`config.mk`:
```
export PLATFORM = sky130hd
export DESIGN_NAME = regfile_mp_flat
export DESIGN_NICKNAME = d
export VERILOG_FILES = /design/src/rtl/regfile_pkg.sv /design/src/rtl/regfile_if.sv /design/src/rtl/regfile_scoreboard.sv /design/src/rtl/regfile_mp.sv /design/src/flat_wrapper.sv
export SDC_FILE = /design/constraint.sdc
export NUM_CORES = 1
export LEC_CHECK = 0
export ABC_AREA = 1
export CORE_AREA = 2 2 136 138
export CTS_CLUSTER_SIZE = 16
export DETAILED_ROUTE_END_ITERATION = 8
export DIE_AREA = 0 0 138 140
export HOLD_SLACK_MARGIN = 0.02
export PLACE_DENSITY = 0.69
export SLEW_MARGIN = 10
export SYNTH_ARGS = -nofsm -noshare
export SYNTH_HDL_FRONTEND = slang
export SYNTH_HIERARCHICAL = 1
export SYNTH_SLANG_ARGS = --single-unit
```
`constraint.sdc`:
```
create_clock -name clk -period 6.7 [get_ports clk]
set_input_delay 1.675 -clock clk [delete_from_list [all_inputs] [get_ports clk]]
set_output_delay 1.675 -clock clk [all_outputs]
set_load 0.1 [all_outputs]
```
`src/rtl/regfile_pkg.sv`:
```
// Shared parameters and helpers for the multi-read-port register file.
// Covers both builds: with and without REGFILE_BYPASS_EN.
package regfile_pkg;

  localparam int unsigned DefDataW = 16;
  localparam int unsigned DefAddrW = 3;
  localparam int unsigned DefNumRd = 2;

  // Next pending count from one accepted issue and one cleared set bit.
  // This avoids recounting the pending vector every cycle.
  function automatic int unsigned cnt_next(int unsigned cnt, logic inc, logic dec);
    return cnt + {31'b0, inc} - {31'b0, dec};
  endfunction

  // Register i comes out of reset holding the value i.
  function automatic int unsigned init_val(int unsigned i);
    return i;
  endfunction

endpackage

```
`src/rtl/regfile_if.sv`:
```
// Bus between decode/write-back and the register file: read ports,
// write-back port and load-issue port.
interface regfile_if #(
  parameter int unsigned DATA_W = 16,
  parameter int unsigned ADDR_W = 3,
  parameter int unsigned NUM_RD = 2
) ();

  logic [NUM_RD*ADDR_W-1:0] rd_addr;
  logic [NUM_RD*DATA_W-1:0] rd_data;
  logic [NUM_RD-1:0]        rd_busy;
  logic                     wr_en;
  logic [ADDR_W-1:0]        wr_addr;
  logic [DATA_W-1:0]        wr_data;
  logic                     ld_issue;
  logic [ADDR_W-1:0]        ld_addr;
  logic                     ld_stall;
  logic [ADDR_W:0]          pend_cnt;

  modport master (
    output rd_addr, wr_en, wr_addr, wr_data, ld_issue, ld_addr,
    input  rd_data, rd_busy, ld_stall, pend_cnt
  );

  modport slave (
    input  rd_addr, wr_en, wr_addr, wr_data, ld_issue, ld_addr,
    output rd_data, rd_busy, ld_stall, pend_cnt
  );

endinterface

```
`src/rtl/regfile_scoreboard.sv`:
```
// Pending-load scoreboard: one bit per register. A load issue sets the bit,
// and a write-back clears it. Also produces ld_stall and a running pend_cnt.
module regfile_scoreboard
  import regfile_pkg::*;
#(
  parameter int unsigned ADDR_W = DefAddrW
) (
  input  logic                   clk,
  input  logic                   rst_n,
  input  logic                   wr_en_i,
  input  logic [ADDR_W-1:0]      wr_addr_i,
  input  logic                   ld_issue_i,
  input  logic [ADDR_W-1:0]      ld_addr_i,
  output logic [2**ADDR_W-1:0]   pending_o,
  output logic                   ld_stall_o,
  output logic [ADDR_W:0]        pend_cnt_o
);

  localparam int unsigned Depth = 2**ADDR_W;
  localparam int unsigned CntW  = ADDR_W + 1;

  logic [Depth-1:0] pending_q, pending_d;
  logic [CntW-1:0]  cnt_q, cnt_d;
  logic             set_ok, clr_ok;

  always_comb begin
    ld_stall_o = ld_issue_i && pending_q[ld_addr_i];
    set_ok     = ld_issue_i && !pending_q[ld_addr_i];
    // A same-address issue keeps the bit set, so the write does not count as a clear.
    clr_ok     = wr_en_i && pending_q[wr_addr_i] && !(ld_issue_i && (ld_addr_i == wr_addr_i));

    pending_d = pending_q;
    if (clr_ok) pending_d[wr_addr_i] = 1'b0;
    if (set_ok) pending_d[ld_addr_i] = 1'b1;

    cnt_d = CntW'(cnt_next(32'(cnt_q), set_ok, clr_ok));
  end

  always_ff @(posedge clk) begin
    if (!rst_n) begin
      pending_q <= '0;
      cnt_q     <= '0;
    end else begin
      pending_q <= pending_d;
      cnt_q     <= cnt_d;
    end
  end

  assign pending_o  = pending_q;
  assign pend_cnt_o = cnt_q;

endmodule

```
`src/rtl/regfile_mp.sv`:
```
// Parametrised multi-read-port register file with a pending-load scoreboard.
// Define REGFILE_BYPASS_EN to forward same-cycle write data to the read ports.
module regfile_mp
  import regfile_pkg::*;
#(
  parameter int unsigned DATA_W = DefDataW,
  parameter int unsigned ADDR_W = DefAddrW,
  parameter int unsigned NUM_RD = DefNumRd
) (
  input  logic     clk,
  input  logic     rst_n,
  regfile_if.slave bus
);

  localparam int unsigned Depth = 2**ADDR_W;

  logic [DATA_W-1:0] mem_q [Depth];
  logic [Depth-1:0]  pending;

  always_ff @(posedge clk) begin
    if (!rst_n) begin
      for (int i = 0; i < Depth; i++) begin
        mem_q[i] <= DATA_W'(init_val(i));
      end
    end else if (bus.wr_en) begin
      mem_q[bus.wr_addr] <= bus.wr_data;
    end
  end

  regfile_scoreboard #(
    .ADDR_W (ADDR_W)
  ) u_scoreboard (
    .clk        (clk),
    .rst_n      (rst_n),
    .wr_en_i    (bus.wr_en),
    .wr_addr_i  (bus.wr_addr),
    .ld_issue_i (bus.ld_issue),
    .ld_addr_i  (bus.ld_addr),
    .pending_o  (pending),
    .ld_stall_o (bus.ld_stall),
    .pend_cnt_o (bus.pend_cnt)
  );

  always_comb begin
    bus.rd_data = '0;
    bus.rd_busy = '0;
    for (int p = 0; p < NUM_RD; p++) begin
      bus.rd_data[p*DATA_W +: DATA_W] = mem_q[bus.rd_addr[p*ADDR_W +: ADDR_W]];
      bus.rd_busy[p]                  = pending[bus.rd_addr[p*ADDR_W +: ADDR_W]];
`ifdef REGFILE_BYPASS_EN
      if (bus.wr_en && (bus.wr_addr == bus.rd_addr[p*ADDR_W +: ADDR_W])) begin
        bus.rd_data[p*DATA_W +: DATA_W] = bus.wr_data;
        // A same-cycle load to this register keeps showing the old pending bit.
        if (!(bus.ld_issue && (bus.ld_addr == bus.rd_addr[p*ADDR_W +: ADDR_W]))) begin
          bus.rd_busy[p] = 1'b0;
        end
      end
`endif
    end
  end

endmodule

```
`src/flat_wrapper.sv`:
```
// flat-port wrapper written by rule: the top's interface ports become plain ports
module regfile_mp_flat import regfile_pkg::*;
#(
  parameter int unsigned DATA_W = DefDataW,
  parameter int unsigned ADDR_W = DefAddrW,
  parameter int unsigned NUM_RD = DefNumRd
)
  (clk, rst_n, bus_rd_addr, bus_wr_en, bus_wr_addr, bus_wr_data, bus_ld_issue, bus_ld_addr, bus_rd_data, bus_rd_busy, bus_ld_stall, bus_pend_cnt);
  regfile_if #(.DATA_W(DATA_W), .ADDR_W(ADDR_W), .NUM_RD(NUM_RD)) bus_i ();
  input  logic clk;
  input  logic rst_n;
  input wire logic [$bits(bus_i.rd_addr)-1:0] bus_rd_addr;
  input wire logic [$bits(bus_i.wr_en)-1:0] bus_wr_en;
  input wire logic [$bits(bus_i.wr_addr)-1:0] bus_wr_addr;
  input wire logic [$bits(bus_i.wr_data)-1:0] bus_wr_data;
  input wire logic [$bits(bus_i.ld_issue)-1:0] bus_ld_issue;
  input wire logic [$bits(bus_i.ld_addr)-1:0] bus_ld_addr;
  output wire logic [$bits(bus_i.rd_data)-1:0] bus_rd_data;
  output wire logic [$bits(bus_i.rd_busy)-1:0] bus_rd_busy;
  output wire logic [$bits(bus_i.ld_stall)-1:0] bus_ld_stall;
  output wire logic [$bits(bus_i.pend_cnt)-1:0] bus_pend_cnt;
  assign bus_i.rd_addr = bus_rd_addr;
  assign bus_i.wr_en = bus_wr_en;
  assign bus_i.wr_addr = bus_wr_addr;
  assign bus_i.wr_data = bus_wr_data;
  assign bus_i.ld_issue = bus_ld_issue;
  assign bus_i.ld_addr = bus_ld_addr;
  assign bus_rd_data = bus_i.rd_data;
  assign bus_rd_busy = bus_i.rd_busy;
  assign bus_ld_stall = bus_i.ld_stall;
  assign bus_pend_cnt = bus_i.pend_cnt;
  regfile_mp #(.DATA_W(DATA_W), .ADDR_W(ADDR_W), .NUM_RD(NUM_RD)) u_core (.clk(clk), .rst_n(rst_n), .bus(bus_i));
endmodule
```
==> flow_summary.yaml, run 1 <==
floorplan:
  rows: 49
  initial_core_util_pct: 49.3
  die_h_um: 140
  dieArea_mm2: 0.0193
  core_mm2: 0.0178
  io_pins: 71
  die_w_um: 138
logic_synthesis:
  syn_nets: 1273
  yosysWarnings: 6
  ys_seq_elements: 140
  ys_types: 29
  postSynthCellCount: 1236
  synth_compound_area_share_pct: 0.686
  synth.area.mux_share_pct: 0
  synth-adder-area-share_pct: 0.800
  synthXorXnorAreaFrac_pct: 0.200
  synth-simple-area-share_pct: 39.2
  avgSynthCellArea_um2: 7.09
  netlist_area_mm2: 0.00876
  yosysSeqAreaShare_pct: 46.6
  synth_top_family_by_area: "simple AND/OR/NAND/NOR gates"
power_and_ir_drop:
  p_seq_share_pct: 36.6
  internal_power_mw: 1.92
  ir_worst_vdd_uv: 201
  p_leak_nw: 5.19
  p_comb_share_pct: 25.3
  switching_share_pct: 32.0
  switchingPower_uw: 902
  power_density_mw_per_mm2: 269
  pwr-share-clk_pct: 38.1
place:
  dp_hpwl_mm: 16.0
  place.gp.congestion: 0.890
  portBuffers: 70
  place_worst_setup_slack_ns: 1.11
worst_setup_path:
  start_kind: "input port"
  worst-path-max-fanout: 18
  arrival_ns: 3.92
  cp-end-kind: "output pin"
  timing.rr.end: "u_core/u_scoreboard/pend_cnt_o[2]$_SDFF_PN0_"
  cp.required_ns: 5.03
  ff2ff_path_depth: 15
  reg2reg_from: "u_core/u_scoreboard/pending_o[3]$_SDFF_PN0_"
  rrSetupSlack_ns: 4.46
  path_class: "in2out"
clock_tree:
  cts_sinks: 140
  cts_root_buf: "clkbuf_16"
  cts_buffers: 17
  cts-hold-fix-buffers: 0
  cts_tree: "built"
  clk_path_buf_depth: 2
  cts_setup_buffers: 0
  clk_latency_ns: 0.42
  cts.clk_slew.worst_paths_ns: 0.06
  h-tree-depth: 4
  postCtsResizedCells: 0
route:
  antenna_left: 0
  vias_per_cell: 5.33
  routedWlPerCell_um: 17.6
  drt_iter0_markers: 831
  routed_wl_mm: 26.7
  via_count: 8078
  drc: 0
  drt-pass1-iter-count: 6
job:
  drv_cap: 0
grt:
  gr-total-overflow: 0
  antenna_found_initial: 0
  track_usage_pct: 27.8
  grt_pass1_wl_mm: 41.5
  grt_pass1_vias: 7547
  grt_max_degree: 69
sta:
  fin_setup_tns_ns: 0
  finalClockSkew_ns: 0.00330
  relSlewSlack_pct: 22.3
  clock.fmax_mhz: 179
  worst_slew_pin_slew_ns: 1.16
  rsz0062_at_grt: "false"
  min_period_ns: 5.60
  fin_ws_ns: 1.10
  finalSetupViolCount: 0
  drv_slew: 0
  timing.final.crit_share_pct: 83.6
  final-hold-violation-count: 0
min_path:
  hold_end: "u_core/u_scoreboard/pending_o[4]$_SDFF_PN0_"
  whs_path_depth: 2
  hold_path_class: "reg2reg"
  worst_hold_startpoint: "u_core/u_scoreboard/pending_o[4]$_SDFF_PN0_"
cells_and_area:
  syn_to_final_growth_pct: 19.5
  drive_above_1_share_pct: 8.78
  diodes: 0
  num-nets-final: 1311
run_status:
  status: "finished clean"
==> cell families after synthesis <==
group | Yosys count
adder cells (fa/ha/maj) | 5
XOR/XNOR | 2
buffers and inverters | 255
AND/OR/NAND/NOR | 822
AO/OA/AOI/OAI | 12
flip-flops | 140
==> synth_stat cells, drive strengths merged <==
master,n,area [um^2]
a21oi,11,55.1
buf,47,304
clkbuf,15,56.3
clkinv,6,23.8
dfxtp,12,240
edfxtp,128,3840
fa,1,20.0
ha,4,50.1
inv,187,712
nand2,518,1990
nand3,154,788
nand4,8,50.1
nor2,142,608
o21ai,1,5.00
xor2,2,17.5
==> per-stage QoR <==
stage               area, um^2  total power [mW]  util, %  instances  hold slack, ns
floorplan                 8760              1.52        -       1236           0.452
global placement          9800              1.75     55.1       1484           0.472
detailed placement        9800              1.76     55.1       1484           0.473
CTS                      10500              2.83     58.9       1516           0.481
global route             10500              2.92     58.9       1516           0.503
finish                   10500              2.82     58.9       1516           0.479
==> flip-flops by register name, indices dropped and copies added (netlist names) <==
name	cells
u_core/mem_q	128
u_core/u_scoreboard/pending_o	8
u_core/u_scoreboard/pend_cnt_o	4
==> cell type report <==
class	instances	area, um^2
Clock buffer	18	429
Clock inverter	14	241
Fill cell	1615	7310
Inverter	193	736
Multi-Input combinational cell	841	3580
Sequential cell	140	4080
Tap cell	229	287
Timing Repair Buffer	81	1110
==> worst max-delay path, stage by stage <==
cell             delay, ns
clkdlybuf4s50_1       0.95
clkinv_1              0.71
nand2_1               0.22
nand2_1               0.16
buf_12                0.21
==> power by group through the flow <==
| stage | combinational (mW) | clock, mW | sequential (mW) |
|---|---|---|---|
| floorplan | 0.431 | 0 | 1.09 |
| global placement | 0.702 | 0 | 1.05 |
| detailed placement | 0.707 | 0 | 1.05 |
| CTS | 0.710 | 1.08 | 1.03 |
| global route | 0.756 | 1.12 | 1.04 |
| finish | 0.713 | 1.08 | 1.03 |
==> layout by cell type, fill, tap and decap left out, types with 2 or more instances in the layout <==
master             n
ha_1               4
xor2_1             2
nor2_4             4
clkinv_4           4
inv_1            178
clkdlybuf4s50_1   33
clkinv_1           5
buf_2              2
nand4_1            8
nand2_2            8
a21oi_1           11
nand2_4            3
nor2_2             5
dfxtp_1           12
buf_12            34
nand2_1          507
nor2_1           131
inv_2              7
clkbuf_16         17
edfxtp_1         128
nor2_8             2
clkinv_2           3
bufinv_16          6
nand3_1          152
buf_4             12
==> worst max-delay path by stage <==
stage                      endpoint           start
floorplan              bus_ld_stall  bus_ld_addr[0]
global route        bus_rd_data[20]  bus_rd_addr[5]
global placement    bus_rd_data[20]  bus_rd_addr[5]
CTS                 bus_rd_data[20]  bus_rd_addr[5]
finish              bus_rd_data[20]  bus_rd_addr[5]
detailed placement  bus_rd_data[20]  bus_rd_addr[5]
==> routing by layer <==
layer / vias to the layer above / GRT usage [%] / share of wire (%)
li1: 3869 / - / -
met1: 3700 / 38.4 / 41
met2: 457 / 43.7 / 47
met3: 52 / 4.03 / 9.3
met4: 0 / 12.3 / 2.9
met5: - / 0 / 0
Note: power is estimated with default switching activity, not from simulation.
==> run 2, diff against run 1 <==
Settings changed: PLACE_DENSITY 0.69 to 0.72.
Clock period 6.7 ns to 4.89 ns, I/O delays scaled along.
==> flow_summary.yaml, run 2 (synthesized netlist as in run 1, its figures left out) <==
clock_tree:
  cts_sinks: 140
  cts_setup_buffers: 0
  cts_tree: "built"
  cts-hold-fix-buffers: 0
  cts_buffers: 17
  h-tree-depth: 4
  clk_path_buf_depth: 2
  cts.clk_slew.worst_paths_ns: 0.06
  cts_root_buf: "clkbuf_16"
  postCtsResizedCells: 0
  clk_latency_ns: 0.43
route:
  via_count: 8274
  vias_per_cell: 5.43
  antenna_left: 0
  drc: 0
  routed_wl_mm: 27.1
  routedWlPerCell_um: 17.8
  drt-pass1-iter-count: 7
  drt_iter0_markers: 1422
sta:
  finalClockSkew_ns: 0.00676
  final-hold-violation-count: 0
  rsz0062_at_grt: "false"
  drv_slew: 0
  finalSetupViolCount: 0
  timing.final.crit_share_pct: 87.8
  clock.fmax_mhz: 233
  min_period_ns: 4.29
  worst_slew_pin_slew_ns: 0.985
  relSlewSlack_pct: 34.1
  fin_setup_tns_ns: 0
run_status:
  status: "finished clean"
floorplan:
  rows: 49
  io_pins: 71
  core_mm2: 0.0178
  dieArea_mm2: 0.0193
  die_h_um: 140
  die_w_um: 138
  initial_core_util_pct: 49.3
worst_setup_path:
  path_class: "in2out"
  cpMostUsedCell: "nand2_1"
  cp-end-kind: "output pin"
  ff2ff_path_depth: 15
  worst-path-stages: 8
  crit_start: "bus_rd_addr[4]"
  reg2reg_from: "u_core/u_scoreboard/pending_o[7]$_SDFF_PN0_"
  path_delay_family: "buffers and inverters"
  crit_path_max_incr_delay_ns: 0.49
  start_kind: "input port"
  worst-path-max-fanout: 22
  arrival_ns: 3.07
  cp.required_ns: 3.67
  cp_num_buf_inv: 4
  path_cells: "clkdlybuf4s50_1 -> clkinv_1 -> buf_12 -> nand3_1 -> nand2_1 -> nand2_1 -> nand2_1 -> buf_12"
  critPathSlowestCell: "clkdlybuf4s50_1"
grt:
  gr-total-overflow: 0
  grt_pass1_vias: 7813
  grt_max_degree: 69
  grt_pass1_wl_mm: 42.8
  antenna_found_initial: 0
  track_usage_pct: 28.2
min_path:
  hold_path_class: "reg2reg"
  whs_path_depth: 2
  worst_hold_startpoint: "u_core/u_scoreboard/pending_o[5]$_SDFF_PN0_"
cells_and_area:
  fillers: 1618
  diodes: 0
  num-nets-final: 1319
  final_common_cell: "nand2_1"
  regMostFlops: "u_core/mem_q"
  largest_reg_flops: 128
  layout_common_cells: "nand2_1, inv_1, nand3_1"
  final_area_mm2: 0.0105
  syn_to_final_growth_pct: 19.5
  drive_above_1_share_pct: 9.42
job:
  drv_cap: 0
place:
  place.gp.congestion: 0.901
  dp_hpwl_mm: 16.8
  place_area_mm2: 0.00988
  portBuffers: 70
power_and_ir_drop:
  p_leak_nw: 5.21
  ir_worst_vdd_uv: 268
  power_density_mw_per_mm2: 354
## run 2: cell types whose count changed in the layout (fill, tap and decap cells not counted)
cell        change
clkinv_4        -2
clkinvlp_4      -1
buf_4           +6
clkbuf_1        -1
inv_8           +4
buf_12          +2
bufinv_16       -5
inv_6           +7
clkinv_2        -2
## run 2: stage by stage
step                      setup slack, ns  total power, mW  util [%]  cells  hold slack, ns
final                               0.598             3.70      58.9   1524           0.490
after detailed placement            0.626             2.41      55.6   1492           0.474
after floorplan                     0.701             2.09         -   1236           0.452
after CTS                           0.621             3.71      58.9   1524           0.488
after global placement              0.655             2.41      55.6   1492           0.472
after global routing                0.513             3.84      58.9   1524           0.509
## run 2: layout make-up
class	instances	area, um^2	area share (%)
multi-input cells	841	3580	34.2
inverters	193	736	7.03
well taps	229	287	2.74
repair buffers	89	1200	11.4
flip-flops and latches	140	4080	39.0
clock inverters	15	163	1.55
clock buffers	17	425	4.06
## run 2: report_power, final
part           internal [mW]  switching [mW]
logic                  0.290           0.699
clock network          0.728           0.574
registers               1.38          0.0281
## run 2: worst paths after layout
path / end / slack, ns
hold / removal: u_core/u_scoreboard/pending_o[5]$_SDFF_PN0_ / 0.49
setup reg to reg: u_core/u_scoreboard/pend_cnt_o[2]$_SDFF_PN0_ / 2.58
hold reg to reg: u_core/u_scoreboard/pending_o[5]$_SDFF_PN0_ / 0.49
setup / recovery: bus_rd_data[28] / 0.60
## run 2: worst register-to-register path, delay by kind of cell, from the launching register on
kind / cells / cell delay [ns]
simple gates: 8 / 0.64
buf+inv: 3 / 0.17
fa+ha+maj: 3 / 0.83
flops: 1 / 0.42
xor+xnor: 1 / 0.14
## run 2: metal layers
metal	track usage [%]	part of all wire (%)	wire (um)
met5	0	0	0
met4	13.5	3.9	1050
met3	5.23	11	2900
met2	43.7	46	12400
met1	38.6	40	10800
==> variant 1, RTL diff (flow settings as in run 1) <==
`pending_q` no longer has a reset.
--- a/src/rtl/regfile_scoreboard.sv
+++ b/src/rtl/regfile_scoreboard.sv
@@ -38,12 +38,14 @@
 
   always_ff @(posedge clk) begin
     if (!rst_n) begin
-      pending_q <= '0;
       cnt_q     <= '0;
     end else begin
-      pending_q <= pending_d;
       cnt_q     <= cnt_d;
     end
+  end
+
+  always_ff @(posedge clk) begin
+    pending_q <= pending_d;
   end
 
   assign pending_o  = pending_q;
Function: changed (Yosys sat finds a counterexample within 4 cycles, from zero or initial values and one cycle with rst_n low).
==> variant 1 against run 1 <==
  * Register-to-register slack worse by 0.02 ns
  * Via count hardly changed
  * Power decreased by 1.6%
  * Cell area is 1.4% lower
  * Synthesized area is 0.20% lower
  * Largest power group is now registers
  * Critical endpoint is now bus_rd_data[21]
  * Wire length up 1.0%
  * Sequential cell count did not move
  * Maximum frequency rose by 1.1%
  * Non-clock buffer count increased by 1
  * Critical path type unchanged
  * Cell count about the same
  * Critical path depth is 1 higher
  * Setup slack gained 0.058 ns
  * Core utilization decreased by 0.82 points
==> variant 1: results (changes against run 1) <==
Logic synthesis
  • Post-synthesis compound-gate area fraction: 0.286% (-0.40 points)
  • Adder-Cell Fraction of Synth Area: 0.801% (+0.0016 points)
  • Synth top cells by count: 512 x nand2_1, 177 x inv_1, 152 x nand3_1, 133 x nor2_1, 128 x edfxtp_1
  • Yosys warnings: 6 (unchanged)
  • Sequential share of the synthesized area: 46.7% (+0.093 points)
  • Syn Nets: 1271 (-0.16%)
  • Post-Synth XOR/XNOR Area: 0.200% (+0.00040 points)
  • Distinct cells, synth: 31 (+6.9%)
  • Synth area leaders: edfxtp_1 44%, nand2_1 22%, nand3_1 8.7%, inv_1 7.6%, nor2_1 5.7%

Placed design
  • Detail Placement HPWL: 16100 microns (+0.40%)

GRT
  • GRT Residual Overflow: 0 (unchanged)
  • First-pass GRT wire length: 42200 microns (+1.6%)
  • GRT Total Usage: 28.2% (+0.49 points)
  • Vias in the first global route: 7607 (+0.80%)

Cells and area
  • Fillers: 1629 (+0.87%)
  • Layout cell share with drive strength beyond 1: 8.24% (-0.54 points)

Worst setup path
  • CP arrival: 3.87 ns (-0.05 ns)
  • Flop2flop setup slack: 4.44 ns (-0.02 ns)

STA
  • Clk_skew: 0.00192 ns (-0.00139 ns)
  • Worst slew pin tran: 1.23 ns (+0.0630 ns)

Detailed routing
  • Iter 0 DRT Violations: 998 (+20%)
  • DR pass1 iterations: 7 (+1)
  • Vias: 8084 (+0.074%)
  • Drt wl/cell: 17.8 microns (+1.1%)

Clocking
  • Clock latency on the worst-skew pair: 0.42 ns (about the same)
  • Post CTS Setup Buffer Count: 0 (unchanged)

Status
  • Outcome: finished, final reports clean

Hold path
  • Hold path start: u_core/u_scoreboard/pending_o[0]
  • Min-Delay Path Depth: 2 (unchanged)

Power
  • Peak supply drop: 0.203 mV (+0.87%)
-- variant 1: changes by cell type after synthesis, sizes merged --
cell    change
xor2        -1
clkinv      -1
a21oi       -8
xnor2       +1
nor2        +2
nand2       +4
o21ai       +1
-- variant 1: how the worst max path moves through the flow --
stage	startpoint	end	slack (ns)	cells past startpoint
6_report	bus_rd_addr[5]	bus_rd_data[21]	1.16	6
5_1_grt	bus_rd_addr[5]	bus_rd_data[22]	1.09	6
4_1_cts	bus_rd_addr[5]	bus_rd_data[21]	1.21	6
3_5_place_dp	bus_rd_addr[5]	bus_rd_data[21]	1.22	6
3_3_place_gp	bus_rd_addr[5]	bus_rd_data[21]	1.20	6
2_1_floorplan	bus_ld_addr[0]	bus_ld_stall	1.60	8
-- variant 1: through the flow --
step | setup WS [ns] | total power, W | instances | instance area [sq um] | hold WS [ns]
6_report | 1.16 | 0.00277 | 1515 | 10300 | 0.467
3_5_place_dp | 1.22 | 0.00190 | 1483 | 9780 | 0.458
5_1_grt | 1.09 | 0.00289 | 1515 | 10300 | 0.488
3_3_place_gp | 1.20 | 0.00190 | 1483 | 9780 | 0.454
2_1_floorplan | 1.60 | 0.00164 | 1234 | 8740 | 0.438
4_1_cts | 1.21 | 0.00278 | 1515 | 10300 | 0.466
-- variant 1: power breakdown --
group | total [W] | leakage, nW | switching [W] | internal (W)
logic | 0.000828 | 3.60 | 0.000584 | 0.000244
clock network | 0.000881 | 0.267 | 0.000346 | 0.000535
registers | 0.00107 | 1.33 | 0.0000355 | 0.00103
-- variant 1: cell families (layout without fill, tap and decap cells) --
logic type	count (synthesis)	count (layout)
compound gates	5	5
flops	140	140
xor+xnor	2	2
fa+ha+maj	5	5
simple gates	828	828
buf+inv	254	306
-- variant 1: cell type report --
| type | instances | area share (%) |
|---|---|---|
| clock inverters | 13 | 1.03 |
| inverters | 192 | 7.07 |
| multi-input cells | 840 | 34.5 |
| well taps | 229 | 2.78 |
| clock buffers | 19 | 4.19 |
| flip-flops and latches | 140 | 39.6 |
| repair buffers | 82 | 10.8 |
-- variant 1: critical path, stage by stage --
cell	delay, ns
clkdlybuf4s50_1	0.46
buf_4	0.30
clkinv_1	0.74
nand2_1	0.28
nand2_1	0.18
buf_12	0.21
-- variant 1: layer usage --
layer | vias up | part of all wire [%] | global-route usage, %
met3 | 61 | 9.3 | 5.47
met4 | 0 | 2.8 | 11.2
met1 | 3716 | 41 | 37.8
met2 | 447 | 47 | 45.6
li1 | 3860 | - | -
met5 | - | 0 | 0
==> variant 2, RTL diff (settings of run 1) <==
Without the edit above. The option `REGFILE_BYPASS_EN` is turned on by a define.
--- a/src/rtl/regfile_mp.sv
+++ b/src/rtl/regfile_mp.sv
@@ -1,5 +1,7 @@
 // Parametrised multi-read-port register file with a pending-load scoreboard.
 // Define REGFILE_BYPASS_EN to forward same-cycle write data to the read ports.
+`define REGFILE_BYPASS_EN
+
 module regfile_mp
   import regfile_pkg::*;
 #(
Check against the original RTL: not equivalent (a bounded check fails within 4 cycles, from zero or initial values and one cycle with rst_n low).
==> variant 2 against run 1 <==
  * Cell area up 2.2%
  * Hold slack better by 0.025 ns
  * Cell count rose by 3.0%
  * Highest routed layer unchanged
  * Largest power group is now registers
  * Register-to-register slack got worse by 0.03 ns
  * Power is 0.27% lower
  * Setup slack got worse by 0.089 ns
  * Critical path depth rose by 6
  * Sequential cell count unchanged
  * Synthesized area is 3.9% higher
  * Wire length rose by 8.6%
==> variant 2: results (changes against run 1) <==
Detailed routing
  • DR pass1 iterations: 8 (+2)
  • Iter 0 DRT Violations: 1170 (+41%)
  • Vias per cell: 5.60 (+5.1%)
  • WL final: 29000 microns (+8.6%)

STA
  • Relative slew margins: 24.9% (+2.7 points)
  • Clk_skew: 0.00525 ns (+0.00194 ns)
  • Final period utilization: 84.9% (+1.3 points)

Logic synthesis
  • Sequential share of the synthesized area: 44.9% (-1.7 points)
  • Syn Nets: 1325 (+4.1%)
  • Distinct cells, synth: 27 (-6.9%)
  • Synth area leaders: edfxtp_1 42%, nand2_1 18%, nand3_1 14%, inv_1 7.1%, nor2_1 6.0%

Placed design
  • Final Wtd Congestion: 0.882 (-0.95%)
  • Setup slack at placement: 1.12 ns (+0.0106 ns)

GRT
  • Largest net degree at the start of global routing: 50 (-28%)
  • First-pass GRT wire length: 45200 microns (+9.0%)
  • Vias in the first global route: 8228 (+9.0%)
  • GRT Total Usage: 29.9% (+2.2 points)

Worst setup path
  • Flop2flop setup slack: 4.43 ns (-0.03 ns)
  • CP arrival: 4.01 ns (+0.09 ns)
  • Critical path fanouts, max: 20 (+2)
  • Setup crit start: bus_rd_addr[2]
  • Worst stage delay on the critical path: 0.45 ns (-0.50 ns)
  • R2R Path Start: u_core/u_scoreboard/pending_o[5]

Hold path
  • WHS Endpoint: u_core/u_scoreboard/pending_o[1]
  • Hold path start: u_core/u_scoreboard/pending_o[1]

Power
  • Clk pwr share: 35.1% (-3.0 points)
  • Combinational Power: 0.000793 W (+11%)
  • Lkg Pwr: 5.05 nW (-2.6%)
  • Power Internal: 0.00186 W (-3.0%)
  • Peak supply drop: 0.317 mV (+58%)

Cells and area
  • Nets: 1358 (+3.6%)
  • Layout cell share with drive strength beyond 1: 9.23% (+0.45 points)
  • Fillers: 1601 (-0.87%)

Status
  • Outcome: finished, final reports clean
## variant 2: cell types whose count changed in the layout (fill, tap and decap cells not counted), moves of 3 or more
cell / change
nand2_1: -71
nand3_1: +98
nor2_4: +5
nor2_1: +14
clkinv_4: -3
clkinv_1: -3
nand2_2: -4
inv_2: +13
inv_1: -6
o21ai_0: +4
## variant 2: cell type report
type                    count  share of cell area, %
multi-input cells         885                   36.2
flip-flops and latches    140                   38.2
clock buffers              19                   4.05
well taps                 229                   2.68
clock inverters            12                   1.60
inverters                 197                   7.05
repair buffers             80                   10.3
## variant 2: kinds of logic after synthesis
kind of cell / Yosys count / synth area share (%)
simple gates: 862 / 40.7
buf+inv: 263 / 12.6
flops: 140 / 44.9
compound gates: 16 / 0.880
fa+ha+maj: 5 / 0.770
xor+xnor: 2 / 0.193
## variant 2: metal layers
layer	share of wire [%]	global-route usage, %
met1	39	39.0
met2	48	49.6
met3	11	6.43
met4	2.8	10.7
met5	0	0
## variant 2: through the flow
| step | instances | hold WS (ns) | total power (W) | util, % | cell area [sq um] |
|---|---|---|---|---|---|
| after floorplan | 1288 | 0.465 | 0.00157 | - | 9100 |
| after global placement | 1531 | 0.495 | 0.00183 | 56.8 | 10100 |
| after detailed placement | 1531 | 0.496 | 0.00184 | 56.8 | 10100 |
| after CTS | 1562 | 0.505 | 0.00281 | 60.2 | 10700 |
| after global routing | 1562 | 0.541 | 0.00290 | 60.2 | 10700 |
| final | 1562 | 0.504 | 0.00281 | 60.2 | 10700 |
## variant 2: worst reg2reg max path: cells and delay by family, from the launching register on
kind	cells	cell delay, ns
fa+ha+maj	3	0.79
xor+xnor	1	0.14
simple gates	7	0.59
flops	1	0.39
buf+inv	4	0.24
